## src/rtl/cordic_vec_ctrl.sv

```systemverilog
// Purpose: sequential CORDIC vectoring engine; atan2(y,x) in degrees (10.10) and magnitude.
// Latency: NITER+2 cycles from accepted start to done pulse (NITER+3 with CORDIC_GAINCOMP_EN).
// Backpressure: none; start is ignored (never queued) while busy.
module cordic_vec_ctrl #(
    parameter int NITER = 16,
    parameter int INW   = 16,
    parameter int XW    = 19,
    parameter int ZW    = 20
) (
    input  logic                  clock,
    input  logic                  reset_n,
    input  logic                  start,
    input  logic signed [INW-1:0] x_in,
    input  logic signed [INW-1:0] y_in,
    output logic [3:0]            rom_addr,
    input  logic [15:0]           rom_data,
    output logic                  busy,
    output logic                  done,
    output logic signed [ZW-1:0]  angle,
    output logic [XW-2:0]         magnitude
);

    typedef enum logic [2:0] {S_IDLE, S_LOAD, S_ITER, S_GAIN, S_OUT} state_t;

    localparam logic [3:0]            LAST = 4'(NITER - 1);
    localparam logic signed [ZW-1:0]  Z90  = ZW'(92160);

    state_t               state;
    logic signed [XW-1:0] xr, yr;
    logic signed [ZW-1:0] zr;
    logic [3:0]           iter;
    logic                 zero_vec;

    logic signed [XW-1:0] xs, ys;
    logic signed [ZW-1:0] rom_ext;

    assign xs       = xr >>> iter;
    assign ys       = yr >>> iter;
    assign rom_ext  = {{(ZW-16){1'b0}}, rom_data};
    // iter is held at zero outside ITER, so it doubles as the ROM address
    assign rom_addr = iter;

`ifdef CORDIC_GAINCOMP_EN
    localparam logic signed [16:0] KINV = 17'sd19898;
    logic signed [XW+16:0] prod;
    assign prod = (XW+17)'(xr) * (XW+17)'(KINV);
`endif

    always_ff @(posedge clock or negedge reset_n) begin
        if (!reset_n) begin
            state     <= S_IDLE;
            xr        <= '0;
            yr        <= '0;
            zr        <= '0;
            iter      <= '0;
            zero_vec  <= 1'b0;
            busy      <= 1'b0;
            done      <= 1'b0;
            angle     <= '0;
            magnitude <= '0;
        end else begin
            done <= 1'b0;
            case (state)
                S_IDLE: begin
                    if (start) begin
                        xr       <= XW'(x_in);
                        yr       <= XW'(y_in);
                        zr       <= '0;
                        iter     <= '0;
                        zero_vec <= (x_in == '0) && (y_in == '0);
                        busy     <= 1'b1;
                        state    <= S_LOAD;
                    end
                end
                S_LOAD: begin
                    // fold the left half-plane onto the right so the iterations converge
                    if (xr[XW-1]) begin
                        if (!yr[XW-1]) begin
                            xr <= yr;
                            yr <= -xr;
                            zr <= Z90;
                        end else begin
                            xr <= -yr;
                            yr <= xr;
                            zr <= -Z90;
                        end
                    end
                    state <= S_ITER;
                end
                S_ITER: begin
                    if (!yr[XW-1]) begin
                        xr <= xr + ys;
                        yr <= yr - xs;
                        zr <= zr + rom_ext;
                    end else begin
                        xr <= xr - ys;
                        yr <= yr + xs;
                        zr <= zr - rom_ext;
                    end
                    if (iter == LAST) begin
                        iter <= '0;
`ifdef CORDIC_GAINCOMP_EN
                        state <= S_GAIN;
`else
                        state <= S_OUT;
`endif
                    end else begin
                        iter <= iter + 4'd1;
                    end
                end
`ifdef CORDIC_GAINCOMP_EN
                S_GAIN: begin
                    xr    <= prod[XW+14:15];
                    state <= S_OUT;
                end
`endif
                S_OUT: begin
                    // a zero vector still runs every iteration; its z is meaningless
                    angle     <= zero_vec ? '0 : zr;
                    magnitude <= xr[XW-2:0];
                    done      <= 1'b1;
                    busy      <= 1'b0;
                    state     <= S_IDLE;
                end
                default: state <= S_IDLE;
            endcase
        end
    end

endmodule

```

## config.mk

```make
export PLATFORM = sky130hd
export DESIGN_NAME = cordic_vec_ctrl
export DESIGN_NICKNAME = d
export VERILOG_FILES = /design/src/rtl/cordic_vec_ctrl.sv
export SDC_FILE = /design/constraint.sdc
export NUM_CORES = 1
export LEC_CHECK = 0
export CAP_MARGIN = 0
export CELL_PAD_IN_SITES_DETAIL_PLACEMENT = 1
export CELL_PAD_IN_SITES_GLOBAL_PLACEMENT = 1
export CORE_ASPECT_RATIO = 0.6
export CORE_MARGIN = 2
export CORE_UTILIZATION = 40
export DETAILED_ROUTE_END_ITERATION = 6
export PLACE_DENSITY_LB_ADDON = 0.1
export SLEW_MARGIN = 30
export SYNTH_ARGS = -nofsm -noshare
export SYNTH_HDL_FRONTEND = slang
export SYNTH_SLANG_ARGS = --single-unit
```

## constraint.sdc

```tcl
create_clock -name clock -period 8.02 [get_ports clock]
set_input_delay 2.406 -clock clock [delete_from_list [all_inputs] [get_ports clock]]
set_output_delay 2.406 -clock clock [all_outputs]
set_load 0.01 [all_outputs]
```

Word level (Yosys, flattened, before mapping)
Index checks and enable logic that the tools add are counted.

Mux-type cells: 25. Add/subtract/negate cells: 9. Shift-type cells: 2. Eq/ne operators: 7. Reduce and logical (&&, ||, !) cells: 13.

Operator list (count): $mux 19 (8); $pmux 19 s3 (2); $mux 20 (5); $pmux 20 s3 (1); $add 19x19->19 (2); $neg 19->19 (2); $sshr 19x4->19 (2); $sub 19x19->19 (2); $logic_not 16->1 (2); $add 20x17->20 (1); $sub 20x17->20 (1); $reduce_and 2->1 (5); $pmux 3 s3 (1); $mux 4 (2); $pmux 4 s2 (1); $mux 3 (2); $ne 2x2->1 const B (3); $add 4x1->4 const B (1); $eq 4x4->1 const B (1); $reduce_bool 2->1 (2); $eq 3x1->1 const B (1); $eq 3x2->1 const B (1); $eq 3x3->1 const B (1); $logic_not 3->1 (1); 5 further kinds (6).

Input bits: 51. Logic and storage cells: 67. Flip-flop bits (word level): 106. Output and inout port bits: 44.

Logic depth before layout (Yosys ltp)
Depth after elaboration: 4. Depth in mapped cells: 25.

Worst setup path before layout
OpenSTA, ideal clock, no wires.

Kind: input-to-reg. Start point: in rom_data[8]. End point: reg zr[18]. Arrival: 5.207 ns. Stages on the path: 15. Required time: 7.883 ns. Setup time: 0.137 ns. Path slack: 2.676 ns. Cells stage by stage: or4_1 -> nor3_1 -> nor2_1 -> xnor2_1 -> ha_1 -> clkbuf_1 -> a21oi_1 -> inv_1 -> a21o_1 -> a221o_1 -> a21oi_1 -> o21ai_0 -> o41ai_1 -> xor2_1 -> o211ai_1.

Cells in the longest elaborated chain, start to end: 3.

Ends and longest elaborated chain: start: declaration (line 16) `input logic [15:0] rom_data,`; $add 20x17->20 / $sub 20x17->20 (equally long branches) (line 94, 98); $mux 20 (*) (line 91) `if (!yr[XW-1]) begin`; $pmux 20 s3 (*) (line 63) `case (state)`; end signal: assignment (line 85) `zr <= -Z90;`; end signal: assignment (line 94) `zr <= zr + rom_ext;`; end signal: assignment (line 98) `zr <= zr - rom_ext;`; end: declaration (line 30) `logic signed [ZW-1:0] zr;`.

Every way passes the cells marked *; elsewhere a longest branch is shown, timed or not. A chain may end at the register's enable or synchronous reset.

Worst setup path after layout
Start point: in rom_data[2]. End point: reg zr[19].

Same word-level chain as after synthesis.

==> flow_metrics.tcl <==
set metrics [dict create \
    initial_core_util 0.411 \
    hpwlAfterDp_um 33100 \
    holdBufCountCts 0 \
    cts_buffers 9 \
    outcome "completed" \
    fin_skew_ps 6.20 \
    endpoint "zr[19]" \
    synth_mux_area_frac 0.122 \
    wl_per_cell_um 25.8 \
    synth_nets 1418 \
    path_class "in2reg" \
    synthFlopType "dfrtp_1" \
    core_area_sq_mm 0.0267 \
    finalCritPeriodShare 0.786 \
    fin_tns_setup_ps 0 \
    drc 0 \
    die_h_um 132 \
    drtPass1Iterations 5 \
    yosysSeqAreaShare 0.242 \
    nNetsFinal 1443 \
    ys_warn_count 0 \
    synth_cell_types 94 \
    rrSetupSlack_ps 1740 \
    cts_tree "yes" \
    r2r_cells 23 \
    drive_above_1_share 0.0932 \
    synth-simple-area-share 0.176 \
    avgSynthCellArea_sq_um 8.43 \
    fin_util 0.463 \
    grt_use_total 0.303 \
    max_freq_mhz 159 \
    synth_seq_cells 106 \
    critPathLaunch "rom_data[2]" \
    h-tree-depth 3 \
    clockBufferDepth 2 \
    grt_max_degree 64 \
    crit_arrival_ps 6610 \
    grt_pass1_vias 10200 \
    slew_viol_final 0 \
    synth_xor_area_frac 0.0974 \
    antenna_found_initial 3 \
    synth-edff-count 0 \
    reg2reg_to "yr[18]" \
    clkLatencyLatePin_ps 380 \
    synth_compound_area_frac 0.233 \
    synth_top_family_by_area "compound AO/OA/AOI/OAI gates" \
    start_kind "input pin" \
    synthAdderAreaFrac 0.0774 \
    vias_per_cell 6.33 \
    netlist_instances 1301 \
    hold_viol_final 0 \
    placed_cell_area_sq_mm 0.0121 \
    worstMarginPinSlew_ps 1050 \
    wirelength_um 43600 \
    stdcell_area_sq_mm 0.0124 \
    slew_headroom 0.301 \
    clk_pin_slew_ps 70 \
    synthToLayoutAreaGrowth_pct 12.8 \
    syn_area_sq_mm 0.0110 \
    cts_resized 0 \
    ys_async_sr_fraction 1.00 \
    grt.overflow.total 0 \
    drv_cap 0 \
    dr_total_vias 10700 \
    die_w_um 218 \
    root_buffer "clkbuf_16" \
    clock-sinks 106 \
    design.portCount 95 \
    rsz0062_at_grt "false" \
    required_ps 8330 \
    hold_path_class "reg2reg" \
    ant_nets 0 \
    portBuffers 94 \
    crit_fanout 4 \
    die_area_sq_mm 0.0288 \
    period_minus_slack_ps 6300 \
    worstSetupEndpointType "register" \
    rows 46 \
    fillers 3175 \
    dr.first_iter.drc_count 1242 \
    setup_violations 0 \
    cts_setup_buffers 0 \
    gp_congestion 0.931 \
    r2r-start "rom_addr[0]" \
    grt_pass1_wl_um 66100 \
]
how the worst min path moves through the flow:
stage,endpoint,startpoint,cells past startpoint
after floorplan,zr[10],zr[10],2
after global placement,busy,busy,2
after detailed placement,angle[18],angle[18],2
after CTS,angle[18],angle[18],2
after global routing,angle[15],angle[15],2
final,angle[18],angle[18],2
cells in the final DEF, fill, tap and decap left out, types with 8 or more instances in the layout:
| cell type | n |
|---|---|
| a211oi_1 | 8 |
| a21o_1 | 16 |
| a21oi_1 | 85 |
| a221oi_1 | 24 |
| a31oi_1 | 17 |
| and2_1 | 8 |
| and3_1 | 11 |
| buf_4 | 17 |
| clkbuf_16 | 9 |
| clkdlybuf4s50_1 | 93 |
| dfrtp_1 | 103 |
| ha_1 | 63 |
| inv_1 | 36 |
| mux2_2 | 36 |
| mux2i_1 | 27 |
| mux4_2 | 17 |
| nand2_1 | 115 |
| nand2b_1 | 32 |
| nand3_1 | 17 |
| nor2_1 | 114 |
| nor2b_1 | 9 |
| nor3_1 | 18 |
| nor4_1 | 17 |
| o211ai_1 | 12 |
| o21a_1 | 14 |
| o21ai_0 | 104 |
| o22ai_1 | 26 |
| o31ai_1 | 11 |
| xnor2_1 | 79 |
| xor2_1 | 43 |
kinds of logic after synthesis:
group,after synthesis
AND/OR/NAND/NOR,392
adder cells (fa/ha/maj),66
XOR/XNOR,122
buffers and inverters,133
flip-flops,106
AO/OA/AOI/OAI,390
multiplexers,92
sequential cells by signal (all words and copies together) (netlist names):
name       cells
magnitude     18
zr            20
done           1
busy           1
xr            19
rom_addr       4
yr            19
zero_vec       1
angle         20
state          3
routing by layer:
layer  up-vias  track usage  part of all wire
li1       4826            -                 -
met2       475        0.389              0.38
met3        48       0.0782             0.098
met5         -            0           0.00030
met4         2       0.0574             0.013
met1      5353        0.493              0.51
layout make-up:
cell class,count,area (sq um),share of cell area
repair buffers,110,1060,0.0856
clock buffers,10,239,0.0193
clock inverters,5,61.3,0.00496
inverters,37,141,0.0114
multi-input cells,1062,7760,0.627
diodes,1,2.50,0.000202
flip-flops and latches,106,2660,0.215
well taps,360,450,0.0364
metrics by stage:
step	instances	hold WS (ps)	worst slack (ps)
global route	1690	518	1300
finish	1691	480	1720
floorplan	1301	479	2680
detailed placement	1675	469	1420
global placement	1675	464	1500
CTS	1690	486	1800
cells in the mapped netlist, types with 7 or more instances:
cell type    n  area, sq um
mux2i_1     27          270
mux2_2      36          405
nand2b_1    32          200
a21oi_1     86          430
a221oi_1    24          210
o211ai_1    12         90.1
mux4_1       7          184
nor4_1      17          106
o31ai_1     11         82.6
and3_1      11         68.8
a211oi_1     8         60.1
nor2_1     115          432
xor2_1      43          377
nand2_1    116          435
a31oi_1     17          106
inv_1       36          135
or3_1        7         43.8
and2_1       8         50.1
dfrtp_1    106         2650
o21ai_0    105          526
a21o_1      17          128
nor3_1      18         90.1
xnor2_1     79          692
o21a_1      14          105
o22ai_1     26          163
clkbuf_1    78          293
buf_2        7         35.0
nand3_1     17         85.1
mux4_2      17          383
nor2b_1      9         56.3
ha_1        63          788
critical path, cell delays in order:
cell and delay, ps:
clkdlybuf4s50_1 450, nor2_1 190, nor4b_1 760, a21oi_1 260, nor2_1 370, o21ai_0 180
xnor2_1 160, ha_1 230, a211o_1 300, o32a_1 380, a31oi_1 250, a21oi_1 130
xnor2_1 150, or3_1 310, nand4_1 90
Power is left out: the tool's default activity adds up to more than one toggle a clock period on the data nets, which glitch-free logic cannot reach.
